**config.mk**
```make
export PLATFORM = sky130hd
export DESIGN_NAME = aes_sched_ctrl
export DESIGN_NICKNAME = d
export VERILOG_FILES = /design/src/rtl/aes_sched_ctrl.sv
export SDC_FILE = /design/constraint.sdc
export NUM_CORES = 1
export LEC_CHECK = 0
export CORE_ASPECT_RATIO = 0.6
export CORE_MARGIN = 10
export CORE_UTILIZATION = 50
export DETAILED_ROUTE_END_ITERATION = 6
export PLACE_DENSITY_LB_ADDON = 0.15
export SYNTH_ARGS = -nofsm -noshare
export SYNTH_HDL_FRONTEND = slang
export SYNTH_SLANG_ARGS = --single-unit
```
**constraint.sdc**
```tcl
create_clock -name clk_i -period 2.49 [get_ports clk_i]
set_input_delay 0.249 -clock clk_i [delete_from_list [all_inputs] [get_ports clk_i]]
set_output_delay 0.249 -clock clk_i [all_outputs]
set_load 0.1 [all_outputs]
```
**src/rtl/aes_sched_ctrl.sv**
```systemverilog
// AES schedule controller.
// Latches the key-size mode when a start is accepted and drives Nk/Nr from
// that latched mode. It then steps through key expansion one word at a time,
// followed by the cipher rounds 0..Nr. Each step advances only on a
// valid/ready handshake with the key-expansion or round datapath.
// All outputs are either registers or decodes of state and registers, so no
// input reaches an output without passing through a flop.
module aes_sched_ctrl #(
  parameter int NB     = 4,  // state columns, FIPS-197 fixed
  parameter int RND_W  = 4,  // round counter / Nk / Nr width, holds 14
  parameter int IDX_W  = 6,  // key-word index width, holds 59
  parameter int RCON_W = 4   // Rcon index width, holds 10
) (
  input  logic              clk_i,
  input  logic              rst_ni,
  input  logic              start_i,
  input  logic [1:0]        sel_i,
  input  logic              key_ready_i,
  input  logic              round_ready_i,
  output logic              busy_o,
  output logic              err_o,
  output logic [RND_W-1:0]  nk_o,
  output logic [RND_W-1:0]  nr_o,
  output logic              key_word_en_o,
  output logic [IDX_W-1:0]  key_word_idx_o,
  output logic              key_rot_o,
  output logic              key_sub_o,
  output logic [RCON_W-1:0] rcon_idx_o,
  output logic              round_en_o,
  output logic [RND_W-1:0]  round_o,
  output logic              first_round_o,
  output logic              last_round_o,
  output logic              done_o
);

  // Sequencer states.
  localparam logic [1:0] ST_IDLE   = 2'd0;
  localparam logic [1:0] ST_KEYEXP = 2'd1;
  localparam logic [1:0] ST_ROUNDS = 2'd2;
  localparam logic [1:0] ST_DONE   = 2'd3;

  // Mode select encodings.
  localparam logic [1:0] SEL_128 = 2'b00;
  localparam logic [1:0] SEL_192 = 2'b01;
  localparam logic [1:0] SEL_256 = 2'b10;
  localparam logic [1:0] SEL_BAD = 2'b11;

  logic [1:0]        state_q, state_d;
  logic [RND_W-1:0]  nk_q, nr_q;
  logic [IDX_W-1:0]  last_idx_q;   // NB*(Nr+1)-1, latched with the mode
  logic [IDX_W-1:0]  idx_q;
  logic [RND_W-1:0]  mod_q;        // runs as idx mod Nk, without a divider
  logic [RCON_W-1:0] rcon_q;       // runs as idx / Nk, bumped on each mod wrap
  logic [RND_W-1:0]  round_q;
  logic              err_q;

  // Mode table lookup for the current sel_i.
  logic [RND_W-1:0]  mode_nk, mode_nr;
  logic [IDX_W-1:0]  mode_last;

  // Handshake qualifiers.
  logic start_ok, start_bad;
  logic key_hs, key_last;
  logic round_hs, round_last;
  logic mod_wrap;

  assign start_ok   = (state_q == ST_IDLE) && start_i && (sel_i != SEL_BAD);
  assign start_bad  = (state_q == ST_IDLE) && start_i && (sel_i == SEL_BAD);
  assign key_hs     = (state_q == ST_KEYEXP) && key_ready_i;
  assign key_last   = key_hs && (idx_q == last_idx_q);
  assign round_hs   = (state_q == ST_ROUNDS) && round_ready_i;
  assign round_last = round_hs && (round_q == nr_q);
  assign mod_wrap   = (mod_q == (nk_q - RND_W'(1)));

  // Decode Nk, Nr and the final key-word index for the requested key size.
  always_comb begin
    // NOTE: every output of this block gets a default first, so no path
    // through the case leaves a value unassigned and no latch is inferred.
    mode_nk   = RND_W'(4);
    mode_nr   = RND_W'(10);
    mode_last = IDX_W'(NB * (10 + 1) - 1);
    case (sel_i)
      SEL_192: begin
        mode_nk   = RND_W'(6);
        mode_nr   = RND_W'(12);
        mode_last = IDX_W'(NB * (12 + 1) - 1);
      end
      SEL_256: begin
        mode_nk   = RND_W'(8);
        mode_nr   = RND_W'(14);
        mode_last = IDX_W'(NB * (14 + 1) - 1);
      end
      default: ;
    endcase
  end

  // Next-state logic for the sequencer.
  always_comb begin
    state_d = state_q;
    case (state_q)
      ST_IDLE:   if (start_ok)   state_d = ST_KEYEXP;
      ST_KEYEXP: if (key_last)   state_d = ST_ROUNDS;
      ST_ROUNDS: if (round_last) state_d = ST_DONE;
      ST_DONE:                   state_d = ST_IDLE;
      default:                   state_d = ST_IDLE;
    endcase
  end

  // State register.
  always_ff @(posedge clk_i or negedge rst_ni) begin
    // NOTE: sequential state is written with non-blocking assignments so every
    // flop samples pre-edge values, independent of block evaluation order.
    if (!rst_ni) state_q <= ST_IDLE;
    else         state_q <= state_d;
  end

  // Latch the mode on an accepted start; it holds through DONE and beyond.
  always_ff @(posedge clk_i or negedge rst_ni) begin
    if (!rst_ni) begin
      nk_q       <= '0;
      nr_q       <= '0;
      last_idx_q <= '0;
    end else if (start_ok) begin
      nk_q       <= mode_nk;
      nr_q       <= mode_nr;
      last_idx_q <= mode_last;
    end
  end

  // Key-word index, mod-Nk counter and Rcon index, advanced per key handshake.
  always_ff @(posedge clk_i or negedge rst_ni) begin
    if (!rst_ni) begin
      idx_q  <= '0;
      mod_q  <= '0;
      rcon_q <= '0;
    end else if (start_ok) begin
      idx_q  <= IDX_W'(mode_nk);
      mod_q  <= '0;
      rcon_q <= RCON_W'(1);
    end else if (key_hs && !key_last) begin
      idx_q <= idx_q + IDX_W'(1);
      if (mod_wrap) begin
        mod_q  <= '0;
        rcon_q <= rcon_q + RCON_W'(1);
      end else begin
        mod_q  <= mod_q + RND_W'(1);
      end
    end
  end

  // Round counter: cleared on entry to ROUNDS, advanced per round handshake.
  always_ff @(posedge clk_i or negedge rst_ni) begin
    if (!rst_ni) begin
      round_q <= '0;
    end else if (start_ok || key_last) begin
      round_q <= '0;
    end else if (round_hs && !round_last) begin
      round_q <= round_q + RND_W'(1);
    end
  end

  // Error flag: a one-cycle pulse following a start with the invalid mode.
  always_ff @(posedge clk_i or negedge rst_ni) begin
    if (!rst_ni) err_q <= 1'b0;
    else         err_q <= start_bad;
  end

  // Output decode from state and registers only.
  assign busy_o         = (state_q != ST_IDLE);
  assign err_o          = err_q;
  assign nk_o           = nk_q;
  assign nr_o           = nr_q;
  assign key_word_en_o  = (state_q == ST_KEYEXP);
  assign key_word_idx_o = idx_q;
  assign key_rot_o      = key_word_en_o && (mod_q == '0);
  assign key_sub_o      = key_word_en_o && (nk_q == RND_W'(8)) && (mod_q == RND_W'(4));
  assign rcon_idx_o     = rcon_q;
  assign round_en_o     = (state_q == ST_ROUNDS);
  assign round_o        = round_q;
  assign first_round_o  = round_en_o && (round_q == '0);
  assign last_round_o   = round_en_o && (round_q == nr_q);
  assign done_o         = (state_q == ST_DONE);

endmodule
```
==> flow_summary_export.csv <==
group,metric,value,unit
drt,drc,0,
sta,setup-tns-final,0,ns
sta,fin_crit,2.21,ns
clock_tree,clk_path_buf_depth,2,
floorplan,io_pins,38,
setup_path,cp_max_fo,7,
drt,vias,1508,
hold_path,min_path_type,"in -> async",
setup_path,crit_type,"reg -> reg",
logic_synthesis,yosys_warnings,0,
grt,grt_pass1_wl,7.60,mm
setup_path,required,2.65,ns
setup_path,crit_chain,"or4_4, a2111o_1, o21ai_0, nor2_1",
setup_path,crit_path_end_kind,"register",
drt,drtAntennaViolNets,0,
clock_tree,cts_resized,0,
clock_tree,cts.sinks,27,
clock_tree,numCtsBuffers,3,
logic_synthesis,synth_area_per_cell,9.65,um^2
sta,max_slew_margin,48.8,%
setup_path,critical-path-top-delay-family,"compound AO/OA/AOI/OAI gates",
logic_synthesis,synth_seq_area_share,38.1,%
drt,wl_per_cell,16.7,um
logic_synthesis,yosysTopAreaCell,"dfrtp_1",
finish,postLayoutCoreUtil,66.0,%
floorplan,die_h,66.2,um
logic_synthesis,synth_ff_type,"dfrtp_1",
grt,grt_pass1_vias,1508,
sta,worst_pin_slew,0.758,ns
setup_path,cp-start-kind,"register",
finish,antennaDiodeCount,0,
logic_synthesis,yosys-top-cells-area,"dfrtp_1 (38%), ha_1 (13%), xor2_1 (4.4%)",
logic_synthesis,async_flop_share,100,%
setup_path,cp_num_buf_inv,0,
floorplan,die-area,6410,um^2
sta,fin_skew,0.00776,ns
logic_synthesis,synth-edff-count,0,
drt,drt_iter0_markers,84,
sta,period_share,88.6,%
sta,drv_slew,0,
clock_tree,cts_setup_buffers,0,
drt,viasPerCell,5.67,
setup_path,cpMaxStageDelayCell,"or4_4",
placed_design,io_buffers,35,
placed_design,dp_hpwl,3.56,mm
logic_synthesis,synthMostInstantiatedCell,"dfrtp_1",
finish,drive_above_1_share,24.4,%
sta,final_hold_viol_count,0,
grt,antenna_found_initial,0,
drt,drtPass1Iterations,4,
grt,grt-ovfl-total,0,
logic_synthesis,ys_types,43,
logic_synthesis,netlist.area_leader.share,38.1,%
finish,regArea,681,um^2
clock_tree,holdBufCountCts,0,
finish,synthToLayoutAreaGrowth,23.5,%
placed_design,place_congestion,0.811,
drt,wirelength,4.43,mm
run_status,status,"completed",
sta,setup_violations,0,
grt,grt_max_degree,28,
clock_tree,htreeDepth,1,
clock_tree,cts_tree,"yes",
logic_synthesis,ys_ff_latch,27,
logic_synthesis,syn_inst,184,
clock_tree,worst_skew_pair.late_latency,0.28,ns
grt,track_usage,14.0,%
logic_synthesis,synth_common_cells,"dfrtp_1 (27), ha_1 (18), nand2_1 (16)",
run,maxCapViolations,0,
finish,multi_input_area,1020,um^2
clock_tree,cts.root.buffer_cell,"clkbuf_8",
sta,rsz0062_at_grt,"no",
floorplan,rows,16,
clock_tree,clk_pin_slew_worst_paths,0.10,ns
floorplan,fp.dieW,96.9,um
floorplan,initial_core_util,53.4,%
setup_path,cp_slowest_stage_delay,0.58,ns
finish,n_fill_cell,288,
floorplan,core,3320,um^2
logic_synthesis,syn_area,1780,um^2
sta,max_clock_freq,453,MHz
finish,nets,247,
setup_path,cp.arrival,2.37,ns
routing by layer:
layer  wire length [um]  GRT usage [%]  vias to the layer above
met1               2070           17.3                      744
met3                250           4.28                        2
met2               2110           23.8                       42
li1                   -              -                      720
met5                  0              0                        -
met4                  8           2.56                        0
flip-flops by register name, summed over array words and instances (netlist names):
signal,flops
err_o,1
key_word_idx_o,6
last_idx_q,1
mod_q,4
nk_o,3
nr_o,2
rcon_idx_o,4
round_o,4
state_q,2
final cells by class:
cell class	instances	area share [%]
Multi-Input combinational cell	135	46.7
Timing Repair Buffer	40	15.0
Inverter	15	2.57
Clock buffer	3	1.88
Clock inverter	1	0.228
Tap cell	45	2.57
Sequential cell	27	31.1
worst paths after layout:
kind / cells after the start / slack [ns] / from / end
worst max-delay path: 4 / 0.28 / key_word_idx_o[1] / round_o[3]
worst min-delay path: 2 / 0.34 / rst_ni / mod_q[2]
worst max register to register: 4 / 0.28 / key_word_idx_o[1] / round_o[3]
worst min register to register: 2 / 0.54 / nk_o[2] / nk_o[2]
max in group asynchronous: 2 / 1.87 / rst_ni / nk_o[2]
min in group clk_i: 2 / 0.54 / nk_o[2] / nk_o[2]
cell families after synthesis:
group | count (synthesis) | synth area share (%)
other | 1 | 0.211
multiplexers | 4 | 2.54
flip-flops | 27 | 38.1
AO/OA/AOI/OAI | 34 | 13.8
AND/OR/NAND/NOR | 65 | 20.3
buffers and inverters | 23 | 5.71
adder cells (fa/ha/maj) | 18 | 12.7
XOR/XNOR | 12 | 6.70
layout by cell type (no fill, tap or decap), types with 2 or more instances in the layout:
| master | instances |
|---|---|
| o22ai_1 | 2 |
| or3_2 | 2 |
| conb_1 | 2 |
| a2bb2oi_1 | 2 |
| nand3_1 | 10 |
| nand2_1 | 16 |
| a21oi_1 | 7 |
| o31ai_1 | 2 |
| nor2_1 | 5 |
| nor2_2 | 2 |
| ha_1 | 17 |
| nor4_1 | 3 |
| nand4_1 | 6 |
| mux2i_1 | 3 |
| nand2b_1 | 5 |
| xnor2_1 | 2 |
| o21ai_0 | 10 |
| a211oi_1 | 2 |
| o41ai_1 | 3 |
| dfrtp_1 | 23 |
| inv_1 | 15 |
| and2_1 | 4 |
| dfrtp_2 | 4 |
| buf_4 | 33 |
| xor2_1 | 9 |
| clkbuf_8 | 3 |
| clkdlybuf4s50_1 | 6 |
| or3_1 | 3 |
metrics by stage:
stage                     instances  hold slack [ns]  worst slack [ns]  area [um^2]
after floorplan                 185          -0.0466            -0.225         1810
after global placement          262            0.495             0.388         2150
after detailed placement        262            0.503             0.297         2150
after CTS                       266            0.349             0.282         2190
after global routing            266            0.382             0.133         2190
final                           266            0.336             0.283         2190
Power is not shown: default switching activity piles up to over one toggle a cycle in this logic, so the estimate is an artifact.
